==> config.mk <==
export PLATFORM = sky130hd
export DESIGN_NAME = matrix_loader_flat
export DESIGN_NICKNAME = d
export VERILOG_FILES = /design/src/rtl/matrix_loader_if.sv /design/src/rtl/matrix_loader.sv /design/src/flat_wrapper.sv
export SDC_FILE = /design/constraint.sdc
export NUM_CORES = 1
export LEC_CHECK = 0
export ABC_AREA = 1
export BUFFER_PORTS_ARGS = -buffer_cell sky130_fd_sc_hd__clkbuf_2
export CAP_MARGIN = 20
export CORE_MARGIN = 8
export CORE_UTILIZATION = 48
export DETAILED_ROUTE_END_ITERATION = 12
export GPL_ROUTABILITY_DRIVEN = 0
export PLACE_DENSITY = 0.74
export SETUP_SLACK_MARGIN = 0.02
export SLEW_MARGIN = 20
export SYNTH_ARGS = -nofsm -noshare
export SYNTH_HDL_FRONTEND = slang
export SYNTH_SLANG_ARGS = --single-unit
==> constraint.sdc <==
create_clock -name clock -period 1.4 [get_ports clock]
set_input_delay 0.14 -clock clock [delete_from_list [all_inputs] [get_ports clock]]
set_output_delay 0.14 -clock clock [all_outputs]
set_load 0.05 [all_outputs]
==> src/rtl/matrix_loader_if.sv <==
// Element stream into matrix_loader: one matrix element per valid/ready handshake.
interface matrix_loader_if #(
  parameter int WIDTH = 4
);
  logic             in_valid;
  logic             in_ready;
  logic [WIDTH-1:0] in_data;

  modport master (
    output in_valid,
    output in_data,
    input  in_ready
  );

  modport slave (
    input  in_valid,
    input  in_data,
    output in_ready
  );
endinterface

==> src/rtl/matrix_loader.sv <==
// Assembles a SIZE x SIZE matrix from a row-major element stream and drives one skew pass per matrix.
// Optional ping/pong buffering when MATRIX_LOADER_DOUBLE_BUFFER_EN is defined.
//
// state  | meaning
// FILL   | accepting elements into the buffer, ena/ena_cells low
// STREAM | matrix held stable, ena/ena_cells high for 2*SIZE-1 cycles
// GAP    | one cycle of ena without ena_cells so the downstream skew counter returns to 0
module matrix_loader #(
  parameter int WIDTH = 4,
  parameter int SIZE  = 3
) (
  input  logic             clock,
  input  logic             reset,
  matrix_loader_if.slave   stream,
  input  logic             abort,
  output logic [WIDTH-1:0] matrix_out [SIZE-1:0][SIZE-1:0],
  output logic             ena,
  output logic             ena_cells,
  output logic             busy,
  output logic             pass_done
);

  localparam int NELEM     = SIZE * SIZE;
  localparam int CW        = $clog2(NELEM + 1);
  localparam int RW        = $clog2(SIZE);
  localparam int PASS_LAST = 2 * SIZE - 2;
  localparam int PW        = $clog2(PASS_LAST + 1);

  typedef enum logic [1:0] {FILL, STREAM, GAP} state_t;

  state_t        state;
  logic [CW-1:0] elem_cnt;
  logic [RW-1:0] row_idx;
  logic [RW-1:0] col_idx;
  logic [PW-1:0] pass_cnt;
  logic          ready_q;
  logic          accept;
  logic          last_elem;

  // abort gates the handshake directly so an element offered in the abort cycle is never consumed
  assign stream.in_ready = ready_q & ~abort;
  assign accept          = stream.in_valid & stream.in_ready;
  assign last_elem       = (elem_cnt == CW'(NELEM - 1));

`ifdef MATRIX_LOADER_DOUBLE_BUFFER_EN
  logic             rd_bank;
  logic             wr_bank;
  logic             wr_full;
  logic [WIDTH-1:0] mem [1:0][SIZE-1:0][SIZE-1:0];

  assign wr_bank = ~rd_bank;

  always_ff @(posedge clock or posedge reset) begin
    if (reset) begin
      for (int b = 0; b < 2; b++)
        for (int r = 0; r < SIZE; r++)
          for (int c = 0; c < SIZE; c++)
            mem[b][r][c] <= '0;
    end else if (accept) begin
      mem[wr_bank][row_idx][col_idx] <= stream.in_data;
    end
  end

  always_comb begin
    for (int r = 0; r < SIZE; r++)
      for (int c = 0; c < SIZE; c++)
        matrix_out[r][c] = mem[rd_bank][r][c];
  end
`else
  logic [WIDTH-1:0] mem [SIZE-1:0][SIZE-1:0];

  always_ff @(posedge clock or posedge reset) begin
    if (reset) begin
      for (int r = 0; r < SIZE; r++)
        for (int c = 0; c < SIZE; c++)
          mem[r][c] <= '0;
    end else if (accept) begin
      mem[row_idx][col_idx] <= stream.in_data;
    end
  end

  always_comb begin
    for (int r = 0; r < SIZE; r++)
      for (int c = 0; c < SIZE; c++)
        matrix_out[r][c] = mem[r][c];
  end
`endif

  always_ff @(posedge clock or posedge reset) begin
    if (reset) begin
      state     <= FILL;
      elem_cnt  <= '0;
      row_idx   <= '0;
      col_idx   <= '0;
      pass_cnt  <= '0;
      ready_q   <= 1'b1;
      ena       <= 1'b0;
      ena_cells <= 1'b0;
      busy      <= 1'b0;
      pass_done <= 1'b0;
`ifdef MATRIX_LOADER_DOUBLE_BUFFER_EN
      rd_bank   <= 1'b0;
      wr_full   <= 1'b0;
`endif
    end else if (abort) begin
      state     <= FILL;
      elem_cnt  <= '0;
      row_idx   <= '0;
      col_idx   <= '0;
      pass_cnt  <= '0;
      ready_q   <= 1'b1;
      ena       <= 1'b0;
      ena_cells <= 1'b0;
      busy      <= 1'b0;
      pass_done <= 1'b0;
`ifdef MATRIX_LOADER_DOUBLE_BUFFER_EN
      wr_full   <= 1'b0;
`endif
    end else begin
      if (accept) begin
        if (last_elem) begin
          elem_cnt <= '0;
          row_idx  <= '0;
          col_idx  <= '0;
        end else begin
          elem_cnt <= elem_cnt + CW'(1);
          if (col_idx == RW'(SIZE - 1)) begin
            col_idx <= '0;
            row_idx <= row_idx + RW'(1);
          end else begin
            col_idx <= col_idx + RW'(1);
          end
        end
      end

      case (state)
        FILL: begin
          if (accept && last_elem) begin
            state     <= STREAM;
            pass_cnt  <= '0;
            ena       <= 1'b1;
            ena_cells <= 1'b1;
            busy      <= 1'b1;
`ifdef MATRIX_LOADER_DOUBLE_BUFFER_EN
            rd_bank   <= ~rd_bank;
            ready_q   <= 1'b1;
`else
            ready_q   <= 1'b0;
`endif
          end
        end

        STREAM: begin
          if (pass_cnt == PW'(PASS_LAST)) begin
            state     <= GAP;
            pass_cnt  <= '0;
            ena_cells <= 1'b0;
            pass_done <= 1'b0;
          end else begin
            pass_cnt  <= pass_cnt + PW'(1);
            pass_done <= (pass_cnt == PW'(PASS_LAST - 1));
          end
`ifdef MATRIX_LOADER_DOUBLE_BUFFER_EN
          if (accept && last_elem) begin
            wr_full <= 1'b1;
            ready_q <= 1'b0;
          end
`endif
        end

        GAP: begin
`ifdef MATRIX_LOADER_DOUBLE_BUFFER_EN
          // a bank completed during this very cycle counts as full
          if (wr_full || (accept && last_elem)) begin
            state     <= STREAM;
            rd_bank   <= ~rd_bank;
            wr_full   <= 1'b0;
            ready_q   <= 1'b1;
            ena_cells <= 1'b1;
          end else begin
            state     <= FILL;
            ena       <= 1'b0;
            busy      <= 1'b0;
          end
`else
          state   <= FILL;
          ena     <= 1'b0;
          busy    <= 1'b0;
          ready_q <= 1'b1;
`endif
        end

        default: state <= FILL;
      endcase
    end
  end

endmodule
==> src/flat_wrapper.sv <==
// flat-port wrapper written by rule: the top's interface ports become plain ports
module matrix_loader_flat 
#(
  parameter int WIDTH = 4,
  parameter int SIZE  = 3
)
  (clock, reset, abort, matrix_out, ena, ena_cells, busy, pass_done, stream_in_valid, stream_in_data, stream_in_ready);
  matrix_loader_if #(.WIDTH(WIDTH)) stream_i ();
  input  logic clock;
  input  logic reset;
  input  logic abort;
  output logic [WIDTH-1:0] matrix_out[SIZE-1:0][SIZE-1:0];
  output logic ena;
  output logic ena_cells;
  output logic busy;
  output logic pass_done;
  input wire logic [$bits(stream_i.in_valid)-1:0] stream_in_valid;
  input wire logic [$bits(stream_i.in_data)-1:0] stream_in_data;
  output wire logic [$bits(stream_i.in_ready)-1:0] stream_in_ready;
  assign stream_i.in_valid = stream_in_valid;
  assign stream_i.in_data = stream_in_data;
  assign stream_in_ready = stream_i.in_ready;
  matrix_loader #(.WIDTH(WIDTH), .SIZE(SIZE)) u_core (.clock(clock), .reset(reset), .stream(stream_i), .abort(abort), .matrix_out(matrix_out), .ena(ena), .ena_cells(ena_cells), .busy(busy), .pass_done(pass_done));
endmodule
==> run summary <==
final instance area - 2865 µm²
RSZ-0062 raised after global routing - true
Slew @ Worst Pin - 0.4115 ns
largest net degree at the start of global routing - 31
Syn Inst Count - 242
filler cell count - 402
gr ovfl total - 0
Placed Cells - 352
htree depth - 2
die area - 7223 µm²
commonest non-fill, non-tap cells in the layout - 64 x nand2_1, 52 x dfrtp_1, 47 x clkbuf_2
crit-path max FO - 8
initial antenna violation count - 0
final WL - 4988 µm
post-synthesis register bit count - 53
Die Wd - 84.99 µm
number of global-route vias before repair - 1831
Multi-input gate area - 913.4 µm²
DP Wirelength - 3745 µm
first-pass GRT wire length - 8383 µm
top-level I/O count - 49
Hold Vio Cnt, Final - 0
Clock Latency Late Sink - 0.30 ns
1st-iter DRT viols - 67
worst endpoint required time - 1.58 ns
Slew Viols, Final - 0
Tightest Hold Check Type - in2reg
Syn Nets - 258
Setup-failing EPs final - 0
antenna viol nets, final - 0
worst hold slack - 0.1273 ns
final non-filler cell total - 364
Arrival @ worst endpoint - 1.54 ns
FMAX - 732.6 MHz
CTS sink cnt - 53
pwr/cell area - 2184 nW/µm²
outcome - finished clean
post-synthesis average cell area - 9.441 µm²
crit path capture type - flop
TNS Setup - 0 ns
sequential fraction of the synthesis area - 58.11%
share of post-route cells with drive strength above 1 - 31.94%
storage element area - 1328 µm²
row count - 25
Post-DP Area - 2669 µm²
Pwr Total - 0.006258 W
synthesized area - 2285 µm²
root buffer cell - clkbuf_8
first drt pass iteration count - 4
Worst-path clk slew - 0.09 ns
Max Cap Viol - 0
CTS tree - built
# diodes - 0
Worst VDD drop - 0.001321 V
# DRC - 0
most common cell after layout, fill and taps aside - nand2_1
clock buffer count from CTS - 5
Clock Skew - 0.009834 ns
total track usage - 14.07%
post-layout minimum cycle time - 1.365 ns
core area - 4661 µm²
nature of the critical path startpoint - flop
post-layout net count - 325
relative slew slack - 72.51%
P_leak - 1.516 nW
Avg WL per Cell - 13.70 µm
synth-to-layout area growth - 25.41%
Clock Path Buffers - 2
DIE HEIGHT - 84.99 µm
Synth cell types - 22
final worst path period share - 97.50%
crit path kind - reg2reg
routed via count - 1799
Ys Warns - 0
Initial Util - 49.02%
Vias/cell - 4.942
Port Buffers - 48
synth_stat cells:
cell / instances / area (µm²)
dfrtp_1: 52 / 1301
ha_1: 8 / 100.1
o21ai_4: 1 / 16.27
nand3_1: 10 / 50.05
or2_2: 1 / 6.260
xnor2_1: 1 / 8.760
nand2_2: 4 / 25.02
nor2_4: 5 / 56.30
o21ai_1: 15 / 75.07
nor2_1: 17 / 63.81
xor2_1: 1 / 8.760
inv_2: 1 / 3.750
inv_1: 24 / 90.09
buf_4: 1 / 7.510
nand3_4: 1 / 17.52
o21ai_0: 14 / 70.07
o21ai_2: 1 / 8.760
o22ai_1: 1 / 6.260
nand2_1: 68 / 255.2
nand2_4: 2 / 22.52
a21oi_1: 13 / 65.06
dfstp_2: 1 / 26.28
through the flow:
stage          utilization (%)  setup WS (ns)
3_5_place_dp             57.26       -0.01712
3_3_place_gp             57.26        0.02324
4_1_cts                  59.84        0.02495
2_1_floorplan                -        0.09356
6_report                 61.48        0.03505
5_1_grt                  61.48       -0.07429
critical path, cell delays in order, from the launching register on:
cell and delay [ns]:
dfstp_2 0.58, nand3_4 0.16, nor2_4 0.22, nand2_2 0.14, nand2_1 0.08, o21ai_1 0.06
flip-flops by register name, indices dropped and copies added (netlist names):
name               flops
u_core.matrix_out     36
u_core.elem_cnt        4
u_core.pass_cnt        3
u_core.col_idx         2
u_core.row_idx         2
u_core.state           2
u_core.ena             1
u_core.ena_cells       1
u_core.pass_done       1
u_core.ready_q         1
power breakdown:
group | switching, W | total [W] | internal, W
Sequential | 0.000307 | 0.00233 | 0.00203
Clock | 0.000475 | 0.000828 | 0.000353
Combinational | 0.00236 | 0.00310 | 0.000737
Total | 0.00314 | 0.00626 | 0.00312
per-layer routing:
| layer | wire [µm] | track usage (%) |
|---|---|---|
| met4 | 17 | 4.207 |
| met3 | 288 | 4.440 |
| met1 | 2253 | 16.54 |
| met5 | 0 | 0 |
| met2 | 2428 | 23.86 |
area by class of cell:
cell class / count / area share [%]
clock buffers: 6 / 2.533
clock inverters: 2 / 0.5240
inverters: 25 / 3.406
multi-input cells: 163 / 31.88
flip-flops and latches: 53 / 46.33
well taps: 54 / 2.358
repair buffers: 61 / 12.97
worst paths after layout:
check	start	end	slack (ns)	cells past startpoint
worst min register to register	u_core.ena_cells$_DFFE_PP0P_	u_core.ena_cells$_DFFE_PP0P_	0.48	2
worst max register to register	u_core.ready_q$_DFFE_PP1P_	u_core.matrix_out[31]$_DFFE_PP0P_	0.04	5
worst min-delay path	abort	u_core.ready_q$_DFFE_PP1P_	0.13	3
min in group asynchronous	reset	u_core.pass_done$_DFFE_PP0N_	0.38	3
worst max-delay path	u_core.ready_q$_DFFE_PP1P_	u_core.matrix_out[31]$_DFFE_PP0P_	0.04	5
max in group asynchronous	reset	u_core.ready_q$_DFFE_PP1P_	0.50	4
timing repair:
action	in CTS	in global routing
endpoints found under the setup margin	22	44
pin swaps	1	11
hold buffers	1	0
gates resized for setup	1	21
setup buffers	1	2
endpoints found under the hold margin	15	0
cell families after synthesis:
group,share of synthesized area [%]
adder cells (fa/ha/maj),4.381
AND/OR/NAND/NOR,21.74
buffers and inverters,4.436
AO/OA/AOI/OAI,10.57
flip-flops,58.11
XOR/XNOR,0.7668
(Power assumes the default switching activity.)
